===== src/rtl/link_stripe_aggregator_pkg.sv =====
// ============================================================================
// Package   : link_agg_pkg
// Purpose   : Shared types and helpers for the link stripe aggregator and the
//             receive-side deskew block.
// Contents  : cw_of()         credit-counter width for a given credit depth
//             seq_t/credit_t  sequence tag and credit count types (default cfg)
//             sel_t           link selection result (found flag + index)
//             next_enabled()  first set mask bit at or after a start index
// Revision  : 1.0  initial release
// ============================================================================
`default_nettype none

package link_agg_pkg;

  // Widest link count supported; selection helpers operate on this width.
  localparam int MAX_LINKS  = 16;
  localparam int LINK_IDX_W = 4;

  localparam int SEQ_W_DEF   = 8;
  localparam int CREDITS_DEF = 4;

  // Bits needed to hold the values 0..credits inclusive.
  function automatic int cw_of(input int credits);
    return $clog2(credits + 1);
  endfunction

  typedef logic [SEQ_W_DEF-1:0]            seq_t;
  typedef logic [cw_of(CREDITS_DEF)-1:0]   credit_t;

  typedef struct packed {
    logic                  found;
    logic [LINK_IDX_W-1:0] idx;
  } sel_t;

  // Scans n links starting at 'start' and wrapping modulo n; returns the
  // first index whose mask bit is set. found=0 when no bit in 0..n-1 is set.
  function automatic sel_t next_enabled(input logic [MAX_LINKS-1:0]  mask,
                                        input logic [LINK_IDX_W-1:0] start,
                                        input int                    n);
    sel_t s;
    int   j;
    s = '0;
    j = 0;
    for (int i = 0; i < MAX_LINKS; i++) begin
      if (i < n) begin
        j = (int'(start) + i) % n;
        if (!s.found && mask[j]) begin
          s.found = 1'b1;
          s.idx   = LINK_IDX_W'(j);
        end
      end
    end
    return s;
  endfunction

endpackage

`default_nettype wire


===== src/rtl/link_stripe_aggregator_if.sv =====
// ============================================================================
// Interface : link_stripe_aggregator_if
// Purpose   : Bundles the flit input handshake, link enable mask, per-link
//             output bus, credit returns and status of the aggregator.
// Modports  : master - egress queue / link side (drives flits, mask, credits)
//             slave  - the aggregator itself
// Signals   : in_flit, in_valid, in_ready, link_en, link_flit, link_seq,
//             link_valid, link_credit, credit_cnt, err_credit_ovf
// Revision  : 1.0  initial release
// ============================================================================
`default_nettype none

interface link_stripe_aggregator_if #(
  parameter int FLIT_W    = 128,
  parameter int NUM_LINKS = 4,
  parameter int CREDITS   = 4,
  parameter int SEQ_W     = 8
);
  import link_agg_pkg::*;

  localparam int CW = cw_of(CREDITS);

  logic [FLIT_W-1:0]           in_flit;
  logic                        in_valid;
  logic                        in_ready;
  logic [NUM_LINKS-1:0]        link_en;
  logic [NUM_LINKS*FLIT_W-1:0] link_flit;
  logic [NUM_LINKS*SEQ_W-1:0]  link_seq;
  logic [NUM_LINKS-1:0]        link_valid;
  logic [NUM_LINKS-1:0]        link_credit;
  logic [NUM_LINKS*CW-1:0]     credit_cnt;
  logic                        err_credit_ovf;

  modport master (
    output in_flit, in_valid, link_en, link_credit,
    input  in_ready, link_flit, link_seq, link_valid, credit_cnt, err_credit_ovf
  );

  modport slave (
    input  in_flit, in_valid, link_en, link_credit,
    output in_ready, link_flit, link_seq, link_valid, credit_cnt, err_credit_ovf
  );

endinterface

`default_nettype wire


===== src/rtl/link_stripe_aggregator_credit_ctr.sv =====
// ============================================================================
// Module    : link_credit_ctr
// Purpose   : Per-link credit counter. Starts full, decrements on send,
//             increments on credit return, saturates at CREDITS and flags a
//             sticky overflow when a return arrives at a full counter.
// Ports     : clk, rst_n      clock, asynchronous active-low reset
//             send            a flit leaves on this link this cycle
//             ret             one credit returned this cycle
//             cnt[CW]         current credit count
//             has_credit      cnt != 0
//             ovf             sticky overflow flag
// Revision  : 1.0  initial release
// ============================================================================
`default_nettype none

module link_credit_ctr #(
  parameter int CREDITS = 4,
  parameter int CW      = 3
) (
  input  logic          clk,
  input  logic          rst_n,
  input  logic          send,
  input  logic          ret,
  output logic [CW-1:0] cnt,
  output logic          has_credit,
  output logic          ovf
);

  localparam logic [CW-1:0] C_FULL = CW'(CREDITS);

  logic [CW-1:0] r_cnt;
  logic          r_ovf;

  // send is only ever asserted with has_credit=1, so no underflow path.
  // send together with ret cancels out and leaves the count unchanged.
  always_ff @(posedge clk or negedge rst_n) begin
    if (!rst_n) begin
      r_cnt <= C_FULL;
      r_ovf <= 1'b0;
    end else begin
      if (send && !ret) begin
        r_cnt <= r_cnt - CW'(1);
      end else if (ret && !send) begin
        if (r_cnt == C_FULL) begin
          r_ovf <= 1'b1;
        end else begin
          r_cnt <= r_cnt + CW'(1);
        end
      end
    end
  end

  assign cnt        = r_cnt;
  assign has_credit = (r_cnt != '0);
  assign ovf        = r_ovf;

endmodule

`default_nettype wire


===== src/rtl/link_stripe_aggregator.sv =====
// ============================================================================
// Module    : link_stripe_aggregator
// Purpose   : Stripes one flit stream round-robin across NUM_LINKS links,
//             tagging each flit with a global sequence number and tracking
//             per-link credits. A runtime enable mask removes links from the
//             rotation for degraded operation.
// Ports     : clk            core clock
//             rst_n          asynchronous active-low reset
//             bus (slave)    in_flit/in_valid/in_ready input handshake,
//                            link_en mask, link_flit/link_seq/link_valid
//                            per-link outputs, link_credit returns,
//                            credit_cnt and sticky err_credit_ovf status
// Options   : LINK_SKIP_BUSY_EN - when defined, selection also skips links
//             with no credit (adaptive striping); otherwise the stripe
//             pointer stalls on a credit-starved enabled link.
// Revision  : 1.0  initial release
// ============================================================================
`default_nettype none

module link_stripe_aggregator
  import link_agg_pkg::*;
#(
  parameter int FLIT_W    = 128,
  parameter int NUM_LINKS = 4,
  parameter int CREDITS   = 4,
  parameter int SEQ_W     = 8
) (
  input  logic                     clk,
  input  logic                     rst_n,
  link_stripe_aggregator_if.slave  bus
);

  localparam int CW = cw_of(CREDITS);
  localparam int PW = $clog2(NUM_LINKS);

  logic [PW-1:0]               r_ptr;
  logic [SEQ_W-1:0]            r_seq;
  logic [NUM_LINKS-1:0]        r_link_valid;
  logic [NUM_LINKS*FLIT_W-1:0] r_link_flit;
  logic [NUM_LINKS*SEQ_W-1:0]  r_link_seq;

  logic [NUM_LINKS-1:0]        w_has_credit;
  logic [NUM_LINKS-1:0]        w_ovf;
  logic [NUM_LINKS*CW-1:0]     w_credit_cnt;
  logic [NUM_LINKS-1:0]        w_mask;
  logic [NUM_LINKS-1:0]        w_send;
  sel_t                        w_sel;
  logic                        w_ready;
  logic                        w_accept;
  logic [PW-1:0]               w_ptr_next;

  // --------------------------------------------------------------------------
  // Target selection
  // --------------------------------------------------------------------------
`ifdef LINK_SKIP_BUSY_EN
  assign w_mask  = bus.link_en & w_has_credit;
  assign w_ready = w_sel.found;
`else
  logic w_tgt_credit;

  always_comb begin
    w_tgt_credit = 1'b0;
    for (int i = 0; i < NUM_LINKS; i++) begin
      if (w_sel.idx == LINK_IDX_W'(i)) begin
        w_tgt_credit = w_has_credit[i];
      end
    end
  end

  assign w_mask  = bus.link_en;
  assign w_ready = w_sel.found & w_tgt_credit;
`endif

  assign w_sel    = next_enabled(MAX_LINKS'(w_mask), LINK_IDX_W'(r_ptr), NUM_LINKS);
  assign w_accept = bus.in_valid & w_ready;

  // One-hot send vector; at most one link fires per cycle.
  always_comb begin
    w_send = '0;
    for (int i = 0; i < NUM_LINKS; i++) begin
      w_send[i] = w_accept && (w_sel.idx == LINK_IDX_W'(i));
    end
  end

  assign w_ptr_next = (w_sel.idx == LINK_IDX_W'(NUM_LINKS - 1)) ? '0
                                                                 : PW'(w_sel.idx + LINK_IDX_W'(1));

  // --------------------------------------------------------------------------
  // Output registers, stripe pointer and sequence counter
  // --------------------------------------------------------------------------
  always_ff @(posedge clk or negedge rst_n) begin
    if (!rst_n) begin
      r_ptr        <= '0;
      r_seq        <= '0;
      r_link_valid <= '0;
      r_link_flit  <= '0;
      r_link_seq   <= '0;
    end else begin
      // Unsent slices keep their last flit/seq; valid is a one-cycle pulse.
      r_link_valid <= w_send;
      for (int i = 0; i < NUM_LINKS; i++) begin
        if (w_send[i]) begin
          r_link_flit[i*FLIT_W +: FLIT_W] <= bus.in_flit;
          r_link_seq[i*SEQ_W +: SEQ_W]    <= r_seq;
        end
      end
      if (w_accept) begin
        r_seq <= r_seq + SEQ_W'(1);
        r_ptr <= w_ptr_next;
      end
    end
  end

  // --------------------------------------------------------------------------
  // Per-link credit counters
  // --------------------------------------------------------------------------
  for (genvar g = 0; g < NUM_LINKS; g++) begin : g_credit
    link_credit_ctr #(
      .CREDITS (CREDITS),
      .CW      (CW)
    ) u_ctr (
      .clk        (clk),
      .rst_n      (rst_n),
      .send       (w_send[g]),
      .ret        (bus.link_credit[g]),
      .cnt        (w_credit_cnt[g*CW +: CW]),
      .has_credit (w_has_credit[g]),
      .ovf        (w_ovf[g])
    );
  end

  assign bus.in_ready       = w_ready;
  assign bus.link_valid     = r_link_valid;
  assign bus.link_flit      = r_link_flit;
  assign bus.link_seq       = r_link_seq;
  assign bus.credit_cnt     = w_credit_cnt;
  assign bus.err_credit_ovf = |w_ovf;

endmodule

`default_nettype wire

===== src/flat_wrapper.sv =====
// flat-port wrapper written by rule: the top's interface ports become plain ports
module link_stripe_aggregator_flat import link_agg_pkg::*;
#(
  parameter int FLIT_W    = 128,
  parameter int NUM_LINKS = 4,
  parameter int CREDITS   = 4,
  parameter int SEQ_W     = 8
)
  (clk, rst_n, bus_in_flit, bus_in_valid, bus_link_en, bus_link_credit, bus_in_ready, bus_link_flit, bus_link_seq, bus_link_valid, bus_credit_cnt, bus_err_credit_ovf);
  link_stripe_aggregator_if #(.FLIT_W(FLIT_W), .NUM_LINKS(NUM_LINKS), .CREDITS(CREDITS), .SEQ_W(SEQ_W)) bus_i ();
  input  logic clk;
  input  logic rst_n;
  input wire logic [$bits(bus_i.in_flit)-1:0] bus_in_flit;
  input wire logic [$bits(bus_i.in_valid)-1:0] bus_in_valid;
  input wire logic [$bits(bus_i.link_en)-1:0] bus_link_en;
  input wire logic [$bits(bus_i.link_credit)-1:0] bus_link_credit;
  output wire logic [$bits(bus_i.in_ready)-1:0] bus_in_ready;
  output wire logic [$bits(bus_i.link_flit)-1:0] bus_link_flit;
  output wire logic [$bits(bus_i.link_seq)-1:0] bus_link_seq;
  output wire logic [$bits(bus_i.link_valid)-1:0] bus_link_valid;
  output wire logic [$bits(bus_i.credit_cnt)-1:0] bus_credit_cnt;
  output wire logic [$bits(bus_i.err_credit_ovf)-1:0] bus_err_credit_ovf;
  assign bus_i.in_flit = bus_in_flit;
  assign bus_i.in_valid = bus_in_valid;
  assign bus_i.link_en = bus_link_en;
  assign bus_i.link_credit = bus_link_credit;
  assign bus_in_ready = bus_i.in_ready;
  assign bus_link_flit = bus_i.link_flit;
  assign bus_link_seq = bus_i.link_seq;
  assign bus_link_valid = bus_i.link_valid;
  assign bus_credit_cnt = bus_i.credit_cnt;
  assign bus_err_credit_ovf = bus_i.err_credit_ovf;
  link_stripe_aggregator #(.FLIT_W(FLIT_W), .NUM_LINKS(NUM_LINKS), .CREDITS(CREDITS), .SEQ_W(SEQ_W)) u_core (.clk(clk), .rst_n(rst_n), .bus(bus_i));
endmodule

===== config.mk =====
export PLATFORM = sky130hd
export DESIGN_NAME = link_stripe_aggregator_flat
export DESIGN_NICKNAME = d
export VERILOG_FILES = /design/src/rtl/link_stripe_aggregator_pkg.sv /design/src/rtl/link_stripe_aggregator_if.sv /design/src/rtl/link_stripe_aggregator_credit_ctr.sv /design/src/rtl/link_stripe_aggregator.sv /design/src/flat_wrapper.sv
export SDC_FILE = /design/constraint.sdc
export NUM_CORES = 1
export LEC_CHECK = 0
export ABC_AREA = 1
export CAP_MARGIN = 20
export CORE_AREA = 2 2 273 275
export CTS_CLUSTER_DIAMETER = 60
export DETAILED_ROUTE_END_ITERATION = 12
export DIE_AREA = 0 0 275 277
export GPL_TIMING_DRIVEN = 0
export PLACE_DENSITY = 0.54
export SLEW_MARGIN = 20
export SYNTH_ARGS = -nofsm -noshare
export SYNTH_HDL_FRONTEND = slang
export SYNTH_HIERARCHICAL = 1
export SYNTH_SLANG_ARGS = --single-unit

===== constraint.sdc =====
create_clock -name clk -period 5.2 [get_ports clk]
set_input_delay 1.56 -clock clk [delete_from_list [all_inputs] [get_ports clk]]
set_output_delay 1.56 -clock clk [all_outputs]
set_load 0.005 [all_outputs]

* Word level (Yosys, flattened, before mapping) *
Cells that the tools add are included.

operators by class
  magnitude comparators = 4
  bitwise logic cells = 9
  add/subtract/negate cells = 13
  equal/unequal tests = 11
  reductions and logical operators = 47
  multiplexer cells = 32

operator list
  cell                 count
  $mux 3               12
  $mux 5               4
  $lt 3x6->1 const B   3
  $logic_and 1x1->1    15
  $add 3x1->3 const B  4
  $eq 3x3->1 const B   4
  $reduce_and 3->1     4
  $reduce_bool 3->1    4
  $sub 3x1->3 const B  4
  $logic_not 1->1      11
  $mux 1               11
  $bmux 1 s3           3
  $add 8x1->8 const B  1
  $eq 4x2->1 const B   2
  $ne 2x2->1 const B   4
  $reduce_and 2->1     4
  $reduce_bool 2->1    4
  $reduce_or 2->1      3
  $lt 2x5->1 const B   1
  $add 2x1->2 const B  2
  $add 2x2->2 const B  2
  $eq 4x1->1 const B   1
  $logic_not 4->1      1
  $not 1->1            4
  other kinds (5)      8

word-level totals
  output and inout bits = 562
  bits of input ports = 139
  word-level logic and storage cells = 135
  register bits = 574

* Depth between registers and ports, before layout *
Gate-level depths: netlist of run 1.

  depth after elaboration = 26
  mapped depth = 28
  depth with buffers taken out = 25

* Cells and area by module *
Netlist of run 1, hierarchy kept.

modules (own cells, without submodules)
  module                  instances  sequential area each (um^2)  cells each  area each (um^2)
  link_stripe_aggregator  1          13963.4                      2435        21528.1
  link_credit_ctr         4          101.3                        35          271.5

* Least setup slack after synthesis of run 1 *
OpenSTA, ideal clock, no wires.

  path type = input to output
  start = input bus_link_en[3]
  end = output bus_in_ready
  data arrival time = 3.142 ns
  stages on the path = 16
  path buffers = 0
  setup slack = 0.498 ns
  required time = 3.640 ns
  cell sequence = inv_1 > nand2_1 > nand3_1 > nand2_1 > nor2_4 > nand3_4 > nand3_1 > inv_1 > ha_1 > inv_1 > nand3_1 > nand3_1 > o211ai_1 > nand2_1 > nand2_1 > inv_1

between the ends
  word-level cells in the longest chain between the ends = 18
  elaborated cells on any way between the ends = 30
  classes of those cells = eq/ne: 3; mux: 19; bitwise: 1; reduce/logical: 7

ends and longest elaborated chain
  what                          RTL line                          source
  from (decl)                   flat_wrapper.sv:15                input wire logic [$bits(bus_i.link_en)-1:0] bus_link_en;
  $bmux 1 s2                    link_stripe_aggregator_pkg.sv:47  if (!s.found && mask[j]) begin
  $mux 1 (not written as such)  link_stripe_aggregator_pkg.sv:47
  $mux 5                        link_stripe_aggregator_pkg.sv:47
  $logic_not 1->1               link_stripe_aggregator_pkg.sv:47
  $logic_and 1x1->1             link_stripe_aggregator_pkg.sv:47
  $mux 5                        link_stripe_aggregator_pkg.sv:47
  $logic_not 1->1               link_stripe_aggregator_pkg.sv:47
  $logic_and 1x1->1             link_stripe_aggregator_pkg.sv:47
  $mux 5                        link_stripe_aggregator_pkg.sv:47
  $logic_not 1->1               link_stripe_aggregator_pkg.sv:47
  $logic_and 1x1->1             link_stripe_aggregator_pkg.sv:47
  $mux 5 (*)                    link_stripe_aggregator_pkg.sv:47
  $logic_not 4->1               link_stripe_aggregator.sv:64      if (w_sel.idx == LINK_IDX_W'(i)) begin
  $mux 1 (4 in a row)           link_stripe_aggregator.sv:64
  $and 1x1->1 (*)               link_stripe_aggregator.sv:71      assign w_ready = w_sel.found & w_tgt_credit;
  to (decl)                     flat_wrapper.sv:17                output wire logic [$bits(bus_i.in_ready)-1:0] bus_in_ready;

Every way passes the cells marked *; elsewhere a longest branch is shown, timed or not. The select of a mux whose other input is x is not followed.

* Final worst setup path of run 1 *
Same ends and word-level chain as after synthesis.

==> metrics.txt, run 1 <==
status finished clean; FF-to-FF End u_core/g_credit[3].u_ctr/cnt[1]; yosys warns 6; Final HPWL DP 63400 µm; Hold Buf Count CTS 0; RSZ-0062 raised after global routing no; Hold Crit Start u_core/g_credit[2].u_ctr/ovf; drt via density 4.40; Worst Hold Depth 1; layout cells sized above 1 0.0873; most common cell in the netlist nand2_1; Cell Rows 100; Synth top area share 0.631; Setup-failing EPs final 0; Synth area leader dfrtp_1; first-pass GRT wire length ~130000 µm; die width about 280 µm; number of global-route vias before repair 18.9k; Sink Count 574; flop-to-flop setup slack 1.10 ns; overall power 0.0239 W; CTS clk-pin slew, worst paths around 0.05 ns; Post-Syn Nets 2731; final hold viol count 0; leading post-synthesis cells by cell area dfrtp_1 (63%), nand2_1 (29%), buf_4 (2.3%); Post-Layout Inst Area 33500 µm²; maximum vdd drop 0.421 mV; Synth Flop Type dfrtp_1; number of synthesized register bits between 500 and 600; initial core utilization 0.307; Netlist cell types 25; pin count of the biggest net entering global routing 90; Min-Delay Path Class flop to flop; Compound-Gate Fraction of Synth Area 0.00398; Clock Skews around 0.026 ns; Final ANT Viol Nets 0; Max Buffers Root-to-Sink 3; Lkg Pwr 17.0 nW; First-pass DRT Iterations 5; sequential fraction of the synthesis area 0.635; Post-Synth XOR/XNOR Area 0.00271; Layout area overhead 48.1%; Worst EP arrival 3.51 ns; via count 19.3k; per-cell routed wire length 20.0 µm; # DRC 0; Worst path slowest cell dlygate4sd2_1; clk_lat worst skew 0.61 ns; pwr/cell area between 700 and 800 nW/µm²; global-route usage over all layers 0.228; CP peak stage delay ~0.25 ns; Post-DP Area 31000 µm²; Worst EP required approximately 3.6 ns; core area 73600 µm²; TritonCTS Buffers around 70; post-layout min period 5.07 ns; Slew Viols, Final 0; num ports about 700; largest family of logic cells by synthesized area simple AND/OR/NAND/NOR gates; crit path kind input port to output port; Worst setup SP type input port; most frequent cells after synthesis nand2_1 (1737), dfrtp_1 (570), buf_4 (69); worst-path cell chain dlygate4sd2_1, inv_1, nand2_2, nand3_2, nand2_2, nor2_4, nand2_1, o211ai_1, nand2_2, buf_6, ha_4, nand3_1, nand3_1, o211ai_1, nand2_2, nand2_2, inv_2, clkdlybuf4s15_2; CTS root buf clkbuf_16; Rel. slew slack 0.648; Critical R2R Launch u_core/r_ptr[0]; fmax ~0.20 GHz; Die H 277 µm; Max H-tree Level 3; Worst R2R Path Depth 23; fin crit share 0.975; Avg Inst Size Synth around 8.8 µm²; Mapped Area 22600 µm²; nets around 3.5k; total of max-cap violations 0; final WL 87600 µm; Least-Margin Pin Slew 0.529 ns; share of synthesized registers carrying an async set or reset 1.00; gpl congestion between 0.8 and 0.9; adder-cell share of the synthesized area 0.0107; input/output buffers 700; grt total ovfl 0; DR iter-0 viols approximately 1.3k; die area 76200 µm²; multiplexer share of the synthesized area 0; Post-Synth Simple-Gate Area 0.302; initial antenna violation count 5; CTS tree done; Synth Instances between 2k and 3k; most used cell, CP nand2_2; worst-path maximum fanout 3; WHS Endpoint u_core/g_credit[2].u_ctr/ovf; # fillers 7179; Post-synth EDFFs 0; crit end category output port
[cells by family (layout without fill, tap and decap cells)]
family,Yosys count,after routing
XOR/XNOR,7,7
AO/OA/AOI/OAI,14,14
adder cells (fa/ha/maj),17,17
buffers and inverters,178,1017
AND/OR/NAND/NOR,1785,1785
flip-flops,574,574
other,0,1
[power breakdown]
| part | internal, W | switching [W] |
|---|---|---|
| Sequential | 0.00648 | 0.00106 |
| Combinational | 0.00533 | 0.00611 |
| Clock | 0.00291 | 0.00203 |
[repair_timing]
action                                  4_1_cts  5_1_grt
setup buffers                                 6        1
resized for setup                            33        3
pin swaps                                    13       12
endpoints found under the setup margin        1        1
[worst max-delay path by stage]
stage,startpoint,endpoint,slack [ns],depth (start not counted)
final,bus_link_en[3],bus_in_ready,0.13,18
after global routing,bus_link_en[3],bus_in_ready,0.001,18
after CTS,bus_link_en[1],bus_in_ready,0.11,18
after detailed placement,bus_link_en[3],bus_in_ready,-0.74,18
after global placement,rst_n,u_core/bus.link_flit[35],-25.01,1
after floorplan,bus_link_en[3],bus_in_ready,0.50,16
[registers in the layout, summed over array words and instances, names as in the netlist]
| name | flops |
|---|---|
| u_core/bus.link_flit | 512 |
| u_core/bus.link_seq | 32 |
| u_core/bus.link_valid | 4 |
| u_core/g_credit.u_ctr/cnt | 12 |
| u_core/g_credit.u_ctr/ovf | 4 |
| u_core/r_ptr | 2 |
| u_core/r_seq | 8 |
[layout make-up]
| class | count | area, µm² | share of cell area |
|---|---|---|---|
| buffer | 127 | 826 | 0.0247 |
| antenna | 1 | 2.50 | 0.0000747 |
| sequential | 574 | 14400 | 0.429 |
| inverter | 51 | 191 | 0.00572 |
| multi-input combinational | 1823 | 7310 | 0.218 |
| clock buffer | 99 | 2030 | 0.0607 |
| timing repair buffer | 714 | 7260 | 0.217 |
| tap | 969 | 1210 | 0.0362 |
| clock inverter | 26 | 284 | 0.00848 |
[cells in the final DEF, fill, tap and decap left out, drive strengths merged, types with 2 or more instances in the layout]
| cell | Yosys | layout |
|---|---|---|
| nand3 | 24 | 24 |
| dfstp | 4 | 4 |
| clkdlybuf4s15 | 0 | 2 |
| clkdlybuf4s50 | 0 | 694 |
| clkbuf | 6 | 105 |
| clkinv | 0 | 16 |
| dlygate4sd2 | 0 | 3 |
| fa | 4 | 4 |
| xnor2 | 7 | 7 |
| buf | 121 | 136 |
| bufinv | 0 | 3 |
| ha | 13 | 13 |
| o211ai | 2 | 2 |
| nand4 | 7 | 7 |
| o21ai | 8 | 8 |
| dfrtp | 570 | 570 |
| inv | 51 | 57 |
| a31o | 4 | 4 |
| nor2 | 11 | 11 |
| nand2 | 1741 | 1741 |
[per-stage QoR]
step | TNS (ns) | hold WS, ns | instances | util | setup WS [ns]
finish | 0 | 0.459 | 4384 | 0.455 | 0.129
global route | 0 | 0.478 | 4383 | 0.455 | 0.00142
CTS | 0 | 0.461 | 4382 | 0.455 | 0.112
floorplan | 0 | 0.433 | 2575 | - | 0.498
detailed placement | -5.44 | 0.449 | 4251 | 0.422 | -0.739
global placement | - | 0.446 | 4244 | 0.419 | -25.01
[routing by layer]
| layer | part of all wire | GRT usage |
|---|---|---|
| met5 | 0.00039 | 0 |
| met4 | 0.023 | 0.0635 |
| met3 | 0.062 | 0.0490 |
| met2 | 0.50 | 0.388 |
| met1 | 0.42 | 0.290 |
[critical path, delay by kind of cell]
| family | cells | cell delay, ns |
|---|---|---|
| compound gates | 2 | 0.28 |
| simple gates | 10 | 0.79 |
| buf+inv | 5 | 0.71 |
| fa+ha+maj | 1 | 0.15 |
Note: power is estimated with default switching activity, not from simulation.
==> run 2: changes to the inputs <==
--- a/config.mk
+++ b/config.mk
@@ -9,10 +9,12 @@
 export CAP_MARGIN = 20
 export CORE_AREA = 2 2 273 275
 export CTS_CLUSTER_DIAMETER = 60
+export CTS_CLUSTER_SIZE = 10
 export DETAILED_ROUTE_END_ITERATION = 12
 export DIE_AREA = 0 0 275 277
 export GPL_TIMING_DRIVEN = 0
 export PLACE_DENSITY = 0.54
+export SKIP_CTS_REPAIR_TIMING = 1
 export SLEW_MARGIN = 20
 export SYNTH_ARGS = -nofsm -noshare
 export SYNTH_HDL_FRONTEND = slang
==> metrics.txt, run 2 (synthesis results as in run 1) <==
Setup-failing EPs final 0 (unchanged); num ports 701 (unchanged); global-route usage over all layers 0.228 (about the same); Die H 277 µm (unchanged); Rel. slew slack 0.632 (-0.0152); initial antenna violation count 5 (unchanged); Net Switching 0.00914 W (-0.68%); status finished clean; Slew Viols, Final 0 (unchanged); antenna cells 0 (-1); multi-input logic area 7290 µm² (-0.34%); die area 76200 µm² (unchanged); switch share 0.385 (about the same); first-pass GRT wire length 130000 µm (-0.14%); per-cell routed wire length 20.1 µm (+0.63%); nets 3522 (+0.11%); crit path kind input port to output port; number of global-route vias before repair 18.8k (-0.38%); gpl congestion 0.856 (unchanged); flop-to-flop setup slack 1.02 ns (-0.08 ns); fmax 0.203 GHz (+3.0%); overall power 0.0238 W (-0.67%); FF/Latch Area 14400 µm² (unchanged); Layout area overhead 47.3%; pin count of the biggest net entering global routing 90 (unchanged); Lkg Pwr 17.0 nW (-0.33%); pwr/cell area 713 nW/µm² (-0.14%); # fillers 7188 (+0.13%); layout cells sized above 1 0.0820 (-0.00533); fin crit share 0.947 (-0.0280); clk_lat worst skew 0.61 ns (about the same); WHS Endpoint u_core/g_credit[2].u_ctr/ovf; grt total ovfl 0 (unchanged); combinational power share 0.485 (+0.006); TritonCTS Buffers 72 (+1.4%); number of flip-flops in the largest register 512 (unchanged); crit end category output port; Worst R2R Path Depth 29 (+26%); via count 19.3k (+0.25%); commonest non-fill, non-tap cell in the layout nand2_1; clock share of power 0.198 (-0.009); total of max-cap violations 0 (unchanged); hold_ws 0.459 ns (-0.000300 ns); Sink Count 574 (unchanged); Critical R2R Launch u_core/r_ptr[1]; initial core utilization 0.307 (unchanged); Seq pwr share 0.317 (+0.002); final WL 87600 µm (+0.10%); Worst setup SP type input port; First-pass DRT Iterations 7 (+2); most frequent cells in the layout nand2_1 (1728), clkdlybuf4s50_1 (694), dfrtp_1 (570); input/output buffers 700 (unchanged); RSZ-0062 raised after global routing no; drt via density 4.43 (+0.78%); setup TNS 0 ns (unchanged); Cell Rows 100 (unchanged); Hold Crit Start u_core/g_credit[2].u_ctr/ovf; # DRC 0 (unchanged); Worst EP arrival 3.37 ns (-0.14 ns); Max H-tree Level 3 (unchanged); Worst EP required 3.64 ns (about the same); Int Power 0.0146 W (-0.67%); core area 73600 µm² (unchanged); die width 275 µm (unchanged); Min-Delay Path Class flop to flop; maximum vdd drop 0.370 mV (-12%); final hold viol count 0 (unchanged); Final HPWL DP 63400 µm (unchanged); DR iter-0 viols 1175 (-10%); CTS tree done; post-layout min period 4.93 ns (-0.145 ns); Worst Hold Depth 1 (unchanged); FF-to-FF End u_core/g_credit[3].u_ctr/cnt[2]; Max Buffers Root-to-Sink 3 (unchanged); Clock Skews 0.0306 ns (+0.00412 ns); worst-path maximum fanout 4 (+1); Least-Margin Pin Slew 0.552 ns (+0.0229 ns); CTS clk-pin slew, worst paths 0.05 ns (about the same); CTS root buf clkbuf_16; Final ANT Viol Nets 0 (unchanged)
run 2: layout make-up:
| cell class | count | share of cell area |
|---|---|---|
| Buffer | 127 | 0.0248 |
| Clock inverter | 12 | 0.00533 |
| Tap cell | 969 | 0.0364 |
| Multi-Input combinational cell | 1823 | 0.219 |
| Sequential cell | 574 | 0.431 |
| Timing Repair Buffer | 717 | 0.219 |
| Clock buffer | 88 | 0.0590 |
| Inverter | 51 | 0.00575 |
run 2: power groups by stage:
stage	registers (W)	logic (W)	clock network, W
6_report	0.00754	0.0115	0.00471
5_1_grt	0.00778	0.0127	0.00502
4_1_cts	0.00754	0.0115	0.00484
3_5_place_dp	0.00756	0.0114	0
3_3_place_gp	0.00761	0.0113	0
2_1_floorplan	0.00766	0.00475	0
run 2: per-layer routing:
metal / vias to the layer above / track usage / routed length (µm)
met1: 9326 / 0.291 / 36700
met2: 519 / 0.383 / 43300
met3: 133 / 0.0471 / 4950
met5: - / 0 / 42
li1: 9334 / - / -
met4: 8 / 0.0743 / 2680
run 2: critical path, stage by stage:
cell,delay [ns]
dlymetal6s2s_1,0.13
nand2_1,0.07
nand2_2,0.07
nand2_2,0.09
nand2_2,0.07
nor2_4,0.12
nand2_1,0.06
o211ai_1,0.18
nand2_1,0.14
ha_2,0.23
inv_2,0.06
nand3_1,0.06
nand3_1,0.06
o211ai_1,0.10
nand2_2,0.13
nand2_2,0.06
inv_2,0.07
clkbuf_2,0.11
run 2: through the flow:
step | cell area [µm²] | utilization | std cells | setup slack, ns
final | 33300 | 0.453 | 4361 | 0.275
after global routing | 33300 | 0.453 | 4361 | 0.115
after CTS | 33200 | 0.451 | 4351 | -0.751
after detailed placement | 31000 | 0.422 | 4251 | -0.739
after global placement | 30800 | 0.419 | 4244 | -25.01
after floorplan | 22600 | - | 2575 | 0.498
run 2: worst max-delay path by stage:
stage	startpoint	to	slack (ns)
floorplan	bus_link_en[3]	bus_in_ready	0.50
global placement	rst_n	u_core/bus.link_flit[35]	-25.01
detailed placement	bus_link_en[3]	bus_in_ready	-0.74
CTS	bus_link_en[3]	bus_in_ready	-0.75
global route	bus_link_en[3]	bus_in_ready	0.11
finish	bus_link_en[3]	bus_in_ready	0.27
==> run 3: changes to the inputs <==
--- a/config.mk
+++ b/config.mk
@@ -13,8 +13,7 @@
 export DETAILED_ROUTE_END_ITERATION = 12
 export DIE_AREA = 0 0 275 277
 export GPL_TIMING_DRIVEN = 0
-export PLACE_DENSITY = 0.54
-export SKIP_CTS_REPAIR_TIMING = 1
+export PLACE_DENSITY_LB_ADDON = 0.12
 export SLEW_MARGIN = 20
 export SYNTH_ARGS = -nofsm -noshare
 export SYNTH_HDL_FRONTEND = slang
==> metrics.txt, run 3 (synthesis results as in run 1) <==
Cell Rows 100 (unchanged); pre-CTS WS -0.788 ns (-0.0496 ns); number of flip-flops in the largest register 512 (unchanged); post-layout min period 5.08 ns (+0.152 ns); Max Buffers Root-to-Sink 3 (unchanged); Slew Viols, Final 0 (unchanged); initial core utilization 0.307 (unchanged); DR iter-0 viols 1427 (+21%); Final ANT Viol Nets 0 (unchanged); # DRC 0 (unchanged); combinational power share 0.490 (+0.005); per-cell routed wire length 20.1 µm (+0.10%); final WL 87800 µm (+0.12%); clock share of power 0.187 (-0.011); die width 275 µm (unchanged); total of max-cap violations 0 (unchanged); pin count of the biggest net entering global routing 85 (-5.6%); critical path endpoint bus_in_ready; Die H 277 µm (unchanged); first-pass GRT wire length 130000 µm (about the same); gpl congestion 0.875 (+2.3%); Util after Layout 0.450 (-0.00236); Worst EP arrival 3.52 ns (+0.15 ns); via count 19.7k (+1.8%); overall power 0.0234 W (-1.3%); crit path kind input port to output port; grt total ovfl 0 (unchanged); TritonCTS Buffers 70 (-2.8%); Min-Delay Path Class flop to flop; num ports 701 (unchanged); FF-to-FF End u_core/g_credit[3].u_ctr/cnt[2]; Setup crit start bus_link_en[2]; fin crit share 0.976 (+0.0292); maximum vdd drop 0.295 mV (-20%); global-route usage over all layers 0.227 (-0.000458); most frequent cells in the layout nand2_1 (1722), clkdlybuf4s50_1 (694), dfrtp_1 (570); input/output buffers 700 (unchanged); CTS clk-pin slew, worst paths 0.05 ns (about the same); commonest non-fill, non-tap cell in the layout nand2_1; status finished clean; Worst setup SP type input port; Layout area overhead 46.5%; First-pass DRT Iterations 5 (-2); number of global-route vias before repair 19.7k (+4.6%); Clock Skews 0.0328 ns (+0.00218 ns); die area 76200 µm² (unchanged); clk_lat worst skew 0.60 ns (about the same); Critical R2R Launch u_core/r_ptr[1]; initial antenna violation count 8 (+3); Net Switching 0.00911 W (-0.29%); Setup-failing EPs final 0 (unchanged); nets 3519 (-0.085%); crit end category output port; Worst R2R Path Depth 29 (unchanged); layout cells sized above 1 0.0817 (-0.000223); worst-path maximum fanout 4 (unchanged); pwr/cell area 707 nW/µm² (-0.80%); Final HPWL DP 64400 µm (+1.5%); CTS root buf clkbuf_16; setup TNS 0 ns (unchanged); Max H-tree Level 3 (unchanged); core area 73600 µm² (unchanged); fmax 0.197 GHz (-3.0%); Int Power 0.0143 W (-2.0%); CTS tree done; Post-DP Area 31000 µm² (unchanged); Seq pwr share 0.323 (+0.006); Lkg Pwr 16.9 nW (-0.79%); final worst slack 0.122 ns (-0.152 ns); Rel. slew slack 0.578 (-0.0544); Least-Margin Pin Slew 0.633 ns (+0.0815 ns); switch share 0.389 (+0.00401); Post-Layout Inst Area 33100 µm² (-0.52%); final hold viol count 0 (unchanged); Sink Count 574 (unchanged); flop-to-flop setup slack 0.82 ns (-0.20 ns); Hold Buf Count CTS 0; Worst EP required 3.64 ns (about the same); drt via density 4.51 (+1.8%)
run 3: cell count changes in the layout (fill, tap and decap cells not counted), moves of 2 or more:
| cell | before | now |
|---|---|---|
| bufinv_16 | 2 | 0 |
| clkbuf_1 | 14 | 21 |
| clkbuf_16 | 74 | 71 |
| clkbuf_8 | 6 | 2 |
| clkdlybuf4s15_1 | 0 | 2 |
| clkinv_4 | 2 | 0 |
| clkinvlp_4 | 0 | 2 |
| diode_2 | 0 | 4 |
| dlymetal6s2s_1 | 4 | 0 |
| nand2_1 | 1728 | 1722 |
| nand2_2 | 13 | 19 |
run 3: stage by stage:
step	std cells	hold WS [ns]
global route	4361	0.490
finish	4362	0.474
detailed placement	4251	0.464
CTS	4355	0.478
floorplan	2575	0.433
global placement	4244	0.452
run 3: timing repair:
item | 4_1_cts | 5_1_grt
gates resized for setup | 26 | 17
endpoints found under the setup margin | 1 | 1
pin swaps | 16 | 13
buffers inserted | 6 | 3
run 3: area by class of cell:
type,instances,area (µm²)
repair buffers,716,7260
flip-flops and latches,574,14400
well taps,969,1210
diodes,4,10.0
inverters,51,191
clock buffers,88,1860
multi-input cells,1823,7320
plain buffers,127,826
fillers,7039,40400
clock inverters,10,92.6
run 3: layer usage:
metal	vias to the layer above	track usage	wire, µm
li1	9317	-	-
met1	9499	0.277	35200
met2	671	0.383	42900
met3	179	0.0504	5730
met4	6	0.0994	3920
met5	-	0	41
run 3: worst min-delay path by stage:
| stage | from | slack (ns) | cells after the start | endpoint |
|---|---|---|---|---|
| after floorplan | u_core/g_credit[2].u_ctr/ovf | 0.43 | 1 | u_core/g_credit[2].u_ctr/ovf |
| after global placement | u_core/g_credit[2].u_ctr/ovf | 0.45 | 1 | u_core/g_credit[2].u_ctr/ovf |
| after detailed placement | u_core/bus.link_flit[217] | 0.46 | 2 | u_core/bus.link_flit[217] |
| after CTS | u_core/g_credit[1].u_ctr/ovf | 0.48 | 1 | u_core/g_credit[1].u_ctr/ovf |
| after global routing | u_core/bus.link_seq[3] | 0.49 | 2 | u_core/bus.link_seq[3] |
| final | u_core/bus.link_flit[156] | 0.47 | 2 | u_core/bus.link_flit[156] |
run 3: power by group through the flow:
stage	Clock, W	Sequential (W)	Combinational (W)
global route	0.00473	0.00780	0.0126
finish	0.00438	0.00757	0.0115
detailed placement	0	0.00761	0.0114
CTS	0.00453	0.00757	0.0115
global placement	0	0.00761	0.0112
floorplan	0	0.00766	0.00475
run 3: critical path, cell delays in order:
cell and delay [ns]:
clkdlybuf4s15_1 0.18, inv_1 0.08, nand2_2 0.08, nand3_2 0.08, nand2_2 0.08, nor2_4 0.14
nand2_1 0.09, o211ai_1 0.22, nand2_2 0.14, ha_4 0.18, buf_4 0.13, nand2_2 0.06
nand3_2 0.05, o211ai_1 0.10, nand2_2 0.10, nand2_2 0.08, inv_2 0.05, buf_2 0.12
